### config.mk
export PLATFORM = sky130hd
export DESIGN_NAME = if_stage_flat
export DESIGN_NICKNAME = d
export VERILOG_FILES = /design/src/rtl/if_stage_if.sv /design/src/rtl/if_stage.sv /design/src/flat_wrapper.sv
export SDC_FILE = /design/constraint.sdc
export NUM_CORES = 1
export LEC_CHECK = 0
export BUFFER_PORTS_ARGS = -buffer_cell sky130_fd_sc_hd__buf_2
export CAP_MARGIN = 10
export CELL_PAD_IN_SITES_DETAIL_PLACEMENT = 0
export CELL_PAD_IN_SITES_GLOBAL_PLACEMENT = 2
export CORE_MARGIN = 2
export CORE_UTILIZATION = 32
export CTS_CLUSTER_DIAMETER = 200
export DETAILED_ROUTE_END_ITERATION = 8
export PLACE_DENSITY_LB_ADDON = 0.1
export SYNTH_ARGS = -nofsm -noshare
export SYNTH_HDL_FRONTEND = slang
export SYNTH_SLANG_ARGS = --single-unit
### constraint.sdc
create_clock -name clk -period 9.5 [get_ports clk]
set_input_delay 1.9 -clock clk [delete_from_list [all_inputs] [get_ports clk]]
set_output_delay 1.9 -clock clk [all_outputs]
set_load 0.005 [all_outputs]
### src/rtl/if_stage_if.sv
// ----------------------------------------------------------------------------
// if_stage_if -- instruction memory fetch bus between the IF stage and imem.
//
// Handshake: the IF stage raises imem_req with a word-aligned imem_addr and
// holds both stable until a cycle in which imem_ready is 1. In that cycle
// imem_rdata carries the instruction word and is consumed by the requester.
// At most one request is outstanding at a time.
//
// Signals:
//   imem_req    IF -> mem  fetch request
//   imem_addr   IF -> mem  fetch address (32, word aligned)
//   imem_ready  mem -> IF  response valid this cycle
//   imem_rdata  mem -> IF  fetched instruction word (32)
// Modports:
//   master  used by if_stage
//   slave   used by the instruction memory
// ----------------------------------------------------------------------------
interface if_stage_if;
  logic        imem_req;
  logic [31:0] imem_addr;
  logic        imem_ready;
  logic [31:0] imem_rdata;

  modport master (
    output imem_req,
    output imem_addr,
    input  imem_ready,
    input  imem_rdata
  );

  modport slave (
    input  imem_req,
    input  imem_addr,
    output imem_ready,
    output imem_rdata
  );
endinterface

### src/rtl/if_stage.sv
// ----------------------------------------------------------------------------
// if_stage -- instruction fetch stage with IF/ID pipeline register.
//
// Fetches one instruction per cycle from a ready/valid instruction memory,
// honours hazard stalls by parking a returned word in hold_instr, and handles
// redirects from ID (branch / jump / jump-register). A redirect that arrives
// while a fetch is still outstanding moves to DRAIN, where the stale response
// is thrown away before fetching from the newest target.
//
// Ports:
//   clk, rst               clock, asynchronous active-high reset
//   stall                  hold IF/ID and PC (ignored when a redirect is present)
//   pc_sel[1:0]            00 seq, 01 npc_beq, 10 npc_j, 11 npc_jr
//   npc_beq/npc_j/npc_jr   redirect targets from ID
//   imem                   fetch bus (if_stage_if.master)
//   if_id_pc/pc4/instr     IF/ID register contents
//   if_id_valid            IF/ID holds a real instruction (0 = bubble)
//   dbg_state_o            current FSM state (FETCH=0, HOLD=1, DRAIN=2)
// ----------------------------------------------------------------------------
module if_stage #(
  parameter logic [31:0] RESET_PC = 32'h0000_3000
) (
  input  logic             clk,
  input  logic             rst,
  input  logic             stall,
  input  logic [1:0]       pc_sel,
  input  logic [31:0]      npc_beq,
  input  logic [31:0]      npc_j,
  input  logic [31:0]      npc_jr,
  if_stage_if.master       imem,
  output logic [31:0]      if_id_pc,
  output logic [31:0]      if_id_pc4,
  output logic [31:0]      if_id_instr,
  output logic             if_id_valid,
  output logic [1:0]       dbg_state_o
);

  typedef enum logic [1:0] {
    FETCH = 2'd0,
    HOLD  = 2'd1,
    DRAIN = 2'd2
  } state_t;

  state_t      state_q, state_d;
  logic [31:0] fa_q, fa_d;
  logic [31:0] pend_q, pend_d;
  logic [31:0] hold_instr_q, hold_instr_d;
  logic [31:0] pc_q, pc_d;
  logic [31:0] pc4_q, pc4_d;
  logic [31:0] instr_q, instr_d;
  logic        valid_q, valid_d;

  logic        redirect;
  logic [31:0] target;
  logic [31:0] seq_addr;

  assign redirect = (pc_sel != 2'b00);
  // Targets are forced word aligned; pc_sel 00 never uses target.
  assign target   = (pc_sel == 2'b01) ? {npc_beq[31:2], 2'b00} :
                    (pc_sel == 2'b10) ? {npc_j[31:2],   2'b00} :
                                        {npc_jr[31:2],  2'b00};
  // Natural 32-bit wrap from FFFF_FFFC to 0.
  assign seq_addr = fa_q + 32'd4;

  // No request while parked in HOLD, and none while reset is held, so that a
  // reset aborts the outstanding fetch immediately.
  assign imem.imem_req  = !rst && (state_q != HOLD);
  assign imem.imem_addr = fa_q;

  assign if_id_pc    = pc_q;
  assign if_id_pc4   = pc4_q;
  assign if_id_instr = instr_q;
  assign if_id_valid = valid_q;
  assign dbg_state_o = state_q;

  always_comb begin
    state_d      = state_q;
    fa_d         = fa_q;
    pend_d       = pend_q;
    hold_instr_d = hold_instr_q;
    pc_d         = pc_q;
    pc4_d        = pc4_q;
    instr_d      = instr_q;
    valid_d      = valid_q;

    case (state_q)
      FETCH: begin
        if (imem.imem_ready) begin
          if (redirect) begin
            valid_d = 1'b0;
            fa_d    = target;
          end else if (stall) begin
            // Word arrived but ID cannot take it: park it.
            hold_instr_d = imem.imem_rdata;
            state_d      = HOLD;
          end else begin
            pc_d    = fa_q;
            pc4_d   = seq_addr;
            instr_d = imem.imem_rdata;
            valid_d = 1'b1;
            fa_d    = seq_addr;
          end
        end else begin
          if (redirect) begin
            // Request still in flight; its response must be dropped.
            valid_d = 1'b0;
            pend_d  = target;
            state_d = DRAIN;
          end else if (!stall) begin
            valid_d = 1'b0;
          end
        end
      end

      HOLD: begin
        if (redirect) begin
          valid_d = 1'b0;
          fa_d    = target;
          state_d = FETCH;
        end else if (!stall) begin
          pc_d    = fa_q;
          pc4_d   = seq_addr;
          instr_d = hold_instr_q;
          valid_d = 1'b1;
          fa_d    = seq_addr;
          state_d = FETCH;
        end
      end

      DRAIN: begin
        valid_d = 1'b0;
        if (imem.imem_ready) begin
          // Response discarded; the newest redirect target wins.
          fa_d    = redirect ? target : pend_q;
          state_d = FETCH;
        end else if (redirect) begin
          pend_d = target;
        end
      end

      default: begin
        state_d = FETCH;
      end
    endcase
  end

  always_ff @(posedge clk or posedge rst) begin
    if (rst) begin
      state_q      <= FETCH;
      fa_q         <= RESET_PC;
      pend_q       <= RESET_PC;
      hold_instr_q <= 32'd0;
      pc_q         <= 32'd0;
      pc4_q        <= 32'd0;
      instr_q      <= 32'd0;
      valid_q      <= 1'b0;
    end else begin
      state_q      <= state_d;
      fa_q         <= fa_d;
      pend_q       <= pend_d;
      hold_instr_q <= hold_instr_d;
      pc_q         <= pc_d;
      pc4_q        <= pc4_d;
      instr_q      <= instr_d;
      valid_q      <= valid_d;
    end
  end

endmodule

### src/flat_wrapper.sv
// flat-port wrapper written by rule: the top's interface ports become plain ports
module if_stage_flat 
#(
  parameter logic [31:0] RESET_PC = 32'h0000_3000
)
  (clk, rst, stall, pc_sel, npc_beq, npc_j, npc_jr, if_id_pc, if_id_pc4, if_id_instr, if_id_valid, dbg_state_o, imem_imem_req, imem_imem_addr, imem_imem_ready, imem_imem_rdata);
  if_stage_if imem_i ();
  input  logic clk;
  input  logic rst;
  input  logic stall;
  input  logic [1:0] pc_sel;
  input  logic [31:0] npc_beq;
  input  logic [31:0] npc_j;
  input  logic [31:0] npc_jr;
  output logic [31:0] if_id_pc;
  output logic [31:0] if_id_pc4;
  output logic [31:0] if_id_instr;
  output logic if_id_valid;
  output logic [1:0] dbg_state_o;
  output wire logic [$bits(imem_i.imem_req)-1:0] imem_imem_req;
  output wire logic [$bits(imem_i.imem_addr)-1:0] imem_imem_addr;
  input wire logic [$bits(imem_i.imem_ready)-1:0] imem_imem_ready;
  input wire logic [$bits(imem_i.imem_rdata)-1:0] imem_imem_rdata;
  assign imem_imem_req = imem_i.imem_req;
  assign imem_imem_addr = imem_i.imem_addr;
  assign imem_i.imem_ready = imem_imem_ready;
  assign imem_i.imem_rdata = imem_imem_rdata;
  if_stage #(.RESET_PC(RESET_PC)) u_core (.clk(clk), .rst(rst), .stall(stall), .pc_sel(pc_sel), .npc_beq(npc_beq), .npc_j(npc_j), .npc_jr(npc_jr), .imem(imem_i), .if_id_pc(if_id_pc), .if_id_pc4(if_id_pc4), .if_id_instr(if_id_instr), .if_id_valid(if_id_valid), .dbg_state_o(dbg_state_o));
endmodule
==> results.sh, run 1 <==
export IMPL_cts_resized_gates=0
export IMPL_grt_overflow=0
export IMPL_cts_tree="built"
export IMPL_worst_slew_pin_slew_ns=1.039
export IMPL_synth_yosys_seq_area_share=0.5036
export IMPL_first_pass_iters=6
export IMPL_synth_common_cells="dfrtp_1, nand2_1, o21ai_0, a22o_1, clkbuf_1"
export IMPL_synth_edff_count=0
export IMPL_synth_most_common_cell="dfrtp_1"
export IMPL_synth_compound_area_frac=0.1748
export IMPL_postSynth_asyncResetShare=1.000
export IMPL_min_from="u_core.if_id_instr[3]$_DFFE_PP0P_"
export IMPL_avgSynthCellArea_um2=10.40
export IMPL_worstPathArrival_ns=4.58
export IMPL_grt_usage=0.1863
export IMPL_yosysWarnings=0
export IMPL_synthAdderAreaFrac=0.006517
export IMPL_routed_wl_um=28720
export IMPL_nets=1279
export IMPL_skew_ns=0.01593
export IMPL_synth_seq_cells=193
export IMPL_synth_top_cell_by_area="dfrtp_1"
export IMPL_worstReg2RegStart="u_core.dbg_state_o[0]$_DFFE_PP0P_"
export IMPL_wl_per_cell_um=18.61
export IMPL_htreeDepth=4
export IMPL_required_ns=9.79
export IMPL_first_iter_violations=478
export IMPL_grt_pass1_vias=7387
export IMPL_clock_path_buffers=2
export IMPL_antenna_found_initial=0
export IMPL_vias_per_cell=4.888
export IMPL_critPathCaptureType="flop"
export IMPL_setup_tns_ns=0
export IMPL_ir_drop_uv=147.5
export IMPL_die_x_um=177.2
export IMPL_crit_type="in2reg"
export IMPL_synthXorXnorAreaFrac=0.02372
export IMPL_net_switching_power_uw=1274
export IMPL_cp_max_fo=33
export IMPL_hp_class="reg2reg"
export IMPL_post_cts_buffers=0
export IMPL_cts_hold_buffers=0
export IMPL_cts_made_buffers=17
export IMPL_clock_sinks=193
export IMPL_dr_total_vias=7542
export IMPL_dp_hpwl_um=20150
export IMPL_power_density_nw_per_um2=292.3
export IMPL_drive_gt1_frac=0.3417
export IMPL_power_frac_seq=0.437
export IMPL_area_growth_pct=22.52
export IMPL_p_comb_frac=0.339
export IMPL_swShare=0.3707
export IMPL_maxCapViolations=0
export IMPL_dieArea_um2=31400
export IMPL_critPathLaunch="pc_sel[1]"
export IMPL_clk_pin_slew_ns=0.07
export IMPL_finalHoldViolCount=0
export IMPL_synthCells=923
export IMPL_status="complete, no violations"
export IMPL_power_frac_clock=0.224
export IMPL_core_area_um2=29560
export IMPL_relSlewSlack=0.3073
export IMPL_r2r_cells=8
export IMPL_whs_ns=0.4735
export IMPL_place_gp_congestion=0.7338
export IMPL_final_core_utilization=0.3979
export IMPL_ant_nets=0
export IMPL_netlist_area_leader_share=0.4927
export IMPL_ys_top_cells_by_area="dfrtp_1, nand2_1, a22o_1"
export IMPL_rsz0062_at_grt="no"
export IMPL_fin_crit_sh=0.4517
export IMPL_fin_crit_ns=4.291
export IMPL_yosys_area_share_simple=0.1271
export IMPL_synthDistinctLibCells=59
export IMPL_initial_core_util=0.3247
export IMPL_grt_pass1_wl_um=44930
export IMPL_worstSkewPairLatency_ns=0.44
export IMPL_muxShareOfSynthArea=0.1200
export IMPL_holdPathStages=2
export IMPL_die_h_um=177.2
export IMPL_cts_root_buf="clkbuf_16"
export IMPL_setup_violations=0
export IMPL_port_buffers=259
export IMPL_p_int_uw=2163
export IMPL_ios=266
export IMPL_critPathLaunchType="primary input"
export IMPL_grt_max_degree=117
export IMPL_rows=63
export IMPL_synth_top_family_by_area="compound AO/OA/AOI/OAI gates"
export IMPL_p_leak_uw=0.005717
export IMPL_nFillCells=3071
export IMPL_fmax_ghz=0.2331
export IMPL_syn_area_um2=9599
export IMPL_synth_ff_type="dfrtp_1"
export IMPL_slew_viol_final=0
export IMPL_drc=0
export IMPL_antenna_cells=0
export IMPL_synth_nets=1062
==> final cells by class <==
type	instances	area, µm²	area share
Clock inverter	13	167.7	0.01426
Clock buffer	19	452.9	0.03851
Multi-Input combinational cell	641	4364	0.3711
Tap cell	390	488.0	0.04149
Sequential cell	193	4835	0.4111
Timing Repair Buffer	271	1386	0.1179
Inverter	16	67.56	0.005745
==> routing by layer <==
metal	vias to the layer above	share of wire	track usage
li1	3725	-	-
met1	3592	0.52	0.2899
met2	219	0.42	0.2643
met3	6	0.053	0.03587
met4	0	0.0062	0.03926
met5	-	0	0
==> flip-flops by register name, indices dropped and copies added, names as in the netlist <==
name,cells
u_core.dbg_state_o,2
u_core.if_id_pc,32
u_core.if_id_valid,1
u_core.if_id_pc4,30
u_core.if_id_instr,32
u_core.hold_instr_q,32
u_core.imem.imem_addr,32
u_core.pend_q,32
==> power groups by stage <==
stage	clock network (µW)	registers, µW	logic, µW
final	769	1500	1160
after global routing	830	1560	1310
after CTS	794	1510	1190
after detailed placement	0	1520	1180
after global placement	0	1510	1170
after floorplan	0	1440	730
==> cell usage in the layout, fill, tap and decap left out, types with 4 or more instances in the layout <==
cell type	count
dfrtp_1	189
a31oi_1	4
nand2b_1	6
nand3_1	11
buf_2	259
and3_1	4
inv_1	15
o2bb2ai_1	9
a21oi_1	38
mux2_4	30
o21ai_0	93
mux2i_1	33
o22ai_1	11
o21ai_1	6
nor2_1	26
xnor2_1	17
nand2_1	166
ha_1	4
clkbuf_16	17
and2_1	4
o31a_1	6
a22o_1	61
dfstp_2	4
a221oi_1	7
xor2_1	9
nand4_1	9
nor3_1	6
buf_4	12
mux2_2	33
a21o_1	4
inv_8	4
==> per-stage QoR <==
step | worst slack, ns | instances | instance area [µm²] | power [µW]
after floorplan | 2.351 | 923 | 9599 | 2166
after global placement | 4.716 | 1511 | 11140 | 2682
after detailed placement | 4.737 | 1511 | 11140 | 2702
after CTS | 5.206 | 1543 | 11760 | 3488
after global routing | 5.010 | 1543 | 11760 | 3706
final | 5.209 | 1543 | 11760 | 3438
==> critical path, stage by stage <==
cell and delay, ns:
buf_2 0.32, or2_1 0.49, nor2_1 0.85, a21o_1 0.40
buf_4 0.37, a21oi_1 0.07, a2bb2oi_1 0.15
==> path summary, 6_finish.rpt <==
kind / end / slack (ns)
max reg2reg: u_core.imem.imem_addr[23]$_DFFE_PP0P_ / 6.45
min reg2reg: u_core.if_id_instr[3]$_DFFE_PP0P_ / 0.47
max in group asynchronous: u_core.if_id_pc4[30]$_DFFE_PP0P_ / 6.22
max: u_core.imem.imem_addr[27]$_DFFE_PP0P_ / 5.21
min in group asynchronous: u_core.if_id_instr[10]$_DFFE_PP0P_ / 1.64
min: u_core.if_id_instr[3]$_DFFE_PP0P_ / 0.47
==> logic make-up after synthesis <==
group                      Yosys count
AOI/OAI and AO/OA                  256
xor gates and xnor gates            26
muxes                               96
DFF                                193
adders and majority gates            5
and+or+nand+nor                    258
buffers and inverters               89
Note: power is estimated with default switching activity, not from simulation.
==> run 2, diff against run 1 <==
Clock period 9.5 ns to 4.3 ns, I/O delays scaled along.
==> run 2 against run 1 <==
Against the previous run:
- total power increased by 120%
- wire length hardly changed
- worst setup slack lost 3.9 ns
- clock-buffer cell count stayed put
- flip-flop and latch count unchanged
- utilization up 0.23 points
- sequential power is 120% higher
- sequential share of layout area fell by 0.23 points
- clock power rose by 110%
==> results.sh, run 2 (same netlist as run 1, synthesis figures left out) <==
export IMPL_status="complete, no violations"
export IMPL_p_leak_uw=0.005755
export IMPL_core_area_um2=29560
export IMPL_ios=266
export IMPL_dpl_worst_slack_ns=1.095
export IMPL_port_buffers=259
export IMPL_clk_pin_slew_ns=0.08
export IMPL_critPathCaptureType="flop"
export IMPL_die_x_um=177.2
export IMPL_ir_drop_uv=318.0
export IMPL_fin_crit_ns=2.999
export IMPL_clock_path_buffers=2
export IMPL_grt_max_degree=116
export IMPL_final_cell_mix="buf_2, dfrtp_1, nand2_1"
export IMPL_fin_crit_sh=0.6975
export IMPL_relSlewSlack=0.2672
export IMPL_drive_gt1_frac=0.3454
export IMPL_worstPathArrival_ns=3.32
export IMPL_routed_wl_um=28730
export IMPL_antenna_cells=0
export IMPL_first_pass_iters=5
export IMPL_nets=1287
export IMPL_cts_tree="built"
export IMPL_htreeDepth=4
export IMPL_drc=0
export IMPL_clock_sinks=193
export IMPL_cts_made_buffers=17
export IMPL_grt_pass1_wl_um=45150
export IMPL_fmax_ghz=0.3334
export IMPL_critPathSlowestCell="a21oi_1"
export IMPL_die_h_um=177.2
export IMPL_dieArea_um2=31400
export IMPL_place_gp_congestion=0.7509
export IMPL_initial_core_util=0.3247
export IMPL_power_density_nw_per_um2=639.2
export IMPL_rows=63
export IMPL_first_iter_violations=490
export IMPL_critPathLaunchType="flop"
export IMPL_critPathLaunch="u_core.dbg_state_o[0]$_DFFE_PP0P_"
export IMPL_wl_per_cell_um=18.52
export IMPL_antenna_found_initial=0
export IMPL_worstReg2RegStart="u_core.dbg_state_o[0]$_DFFE_PP0P_"
export IMPL_slew_viol_final=0
export IMPL_path_cells="inv_1 -> ha_1 -> o21bai_1 -> nand2b_1 -> a21oi_1 -> buf_4 -> o21ai_0 -> a22o_1"
export IMPL_worst_slack_ns=1.301
export IMPL_dp_hpwl_um=20540
export IMPL_worstSkewPairLatency_ns=0.44
export IMPL_grt_pass1_vias=7400
export IMPL_cts_resized_gates=0
export IMPL_final_core_utilization=0.4002
export IMPL_required_ns=4.62
export IMPL_hp_class="reg2reg"
export IMPL_area_growth_pct=23.23
export IMPL_grt_overflow=0
export IMPL_cts_hold_buffers=0
export IMPL_rsz0062_at_grt="no"
export IMPL_dr_total_vias=7565
export IMPL_min_from="u_core.if_id_pc[10]$_DFFE_PP0P_"
export IMPL_skew_ns=0.01019
export IMPL_maxCapViolations=0
export IMPL_setup_violations=0
export IMPL_cts_root_buf="clkbuf_16"
export IMPL_post_cts_buffers=0
export IMPL_grt_usage=0.1877
export IMPL_final_common_cell="buf_2"
export IMPL_setup_tns_ns=0
export IMPL_crit_type="reg2reg"
export IMPL_vias_per_cell=4.877
export IMPL_cp_max_fo=13
export IMPL_ant_nets=0
export IMPL_crit_path_max_incr_delay_ns=0.54
export IMPL_finalHoldViolCount=0
export IMPL_worst_slew_pin_slew_ns=1.099
run 2: cell type report:
type,count,area [µm²]
timing repair buffer,279,1484
clock inverter,13,151.4
sequential,193,4835
tap,390,488.0
inverter,16,63.81
clock buffer,19,442.9
multi-input combinational,641,4364
fill,3022,17730
run 2: critical path, delay by kind of cell (launching register included):
kind / cells / cell delay [ns]
simple gates: 1 / 0.36
buf+inv: 2 / 0.38
flops: 1 / 0.45
compound gates: 4 / 1.29
fa+ha+maj: 1 / 0.39
run 2: final timing paths:
kind / cells after the start / slack [ns] / end
max in group asynchronous: 3 / 2.81 / u_core.imem.imem_addr[7]$_DFFE_PP0P_
max: 8 / 1.30 / u_core.imem.imem_addr[23]$_DFFE_PP0P_
min: 2 / 0.47 / u_core.if_id_pc[10]$_DFFE_PP0P_
max reg2reg: 8 / 1.30 / u_core.imem.imem_addr[23]$_DFFE_PP0P_
min in group asynchronous: 2 / 0.54 / u_core.hold_instr_q[9]$_DFFE_PP0P_
min reg2reg: 2 / 0.47 / u_core.if_id_pc[10]$_DFFE_PP0P_
run 2: routing by layer:
metal	part of all wire	global-route usage	up-vias
li1	-	-	3720
met1	0.51	0.2881	3587
met2	0.42	0.2690	247
met3	0.065	0.03952	11
met4	0.0069	0.03822	0
met5	0	0	-
run 2: stage by stage:
step           cells  power, µW  hold slack (ns)  cell area (µm²)
5_1_grt         1551       8164           0.4923            11830
3_3_place_gp    1519       5947           0.4557            11230
4_1_cts         1551       7673           0.4754            11830
2_1_floorplan    923       4786           0.4497             9603
6_report        1551       7561           0.4700            11830
3_5_place_dp    1519       5996           0.4584            11230
run 2: power breakdown:
| group | switching, µW | total [µW] | leakage (µW) | internal (µW) |
|---|---|---|---|---|
| Sequential | 701 | 3320 | 0.00242 | 2620 |
| Clock | 758 | 1640 | 0.000288 | 886 |
| Combinational | 1330 | 2600 | 0.00305 | 1270 |
| Total | 2790 | 7560 | 0.00576 | 4770 |
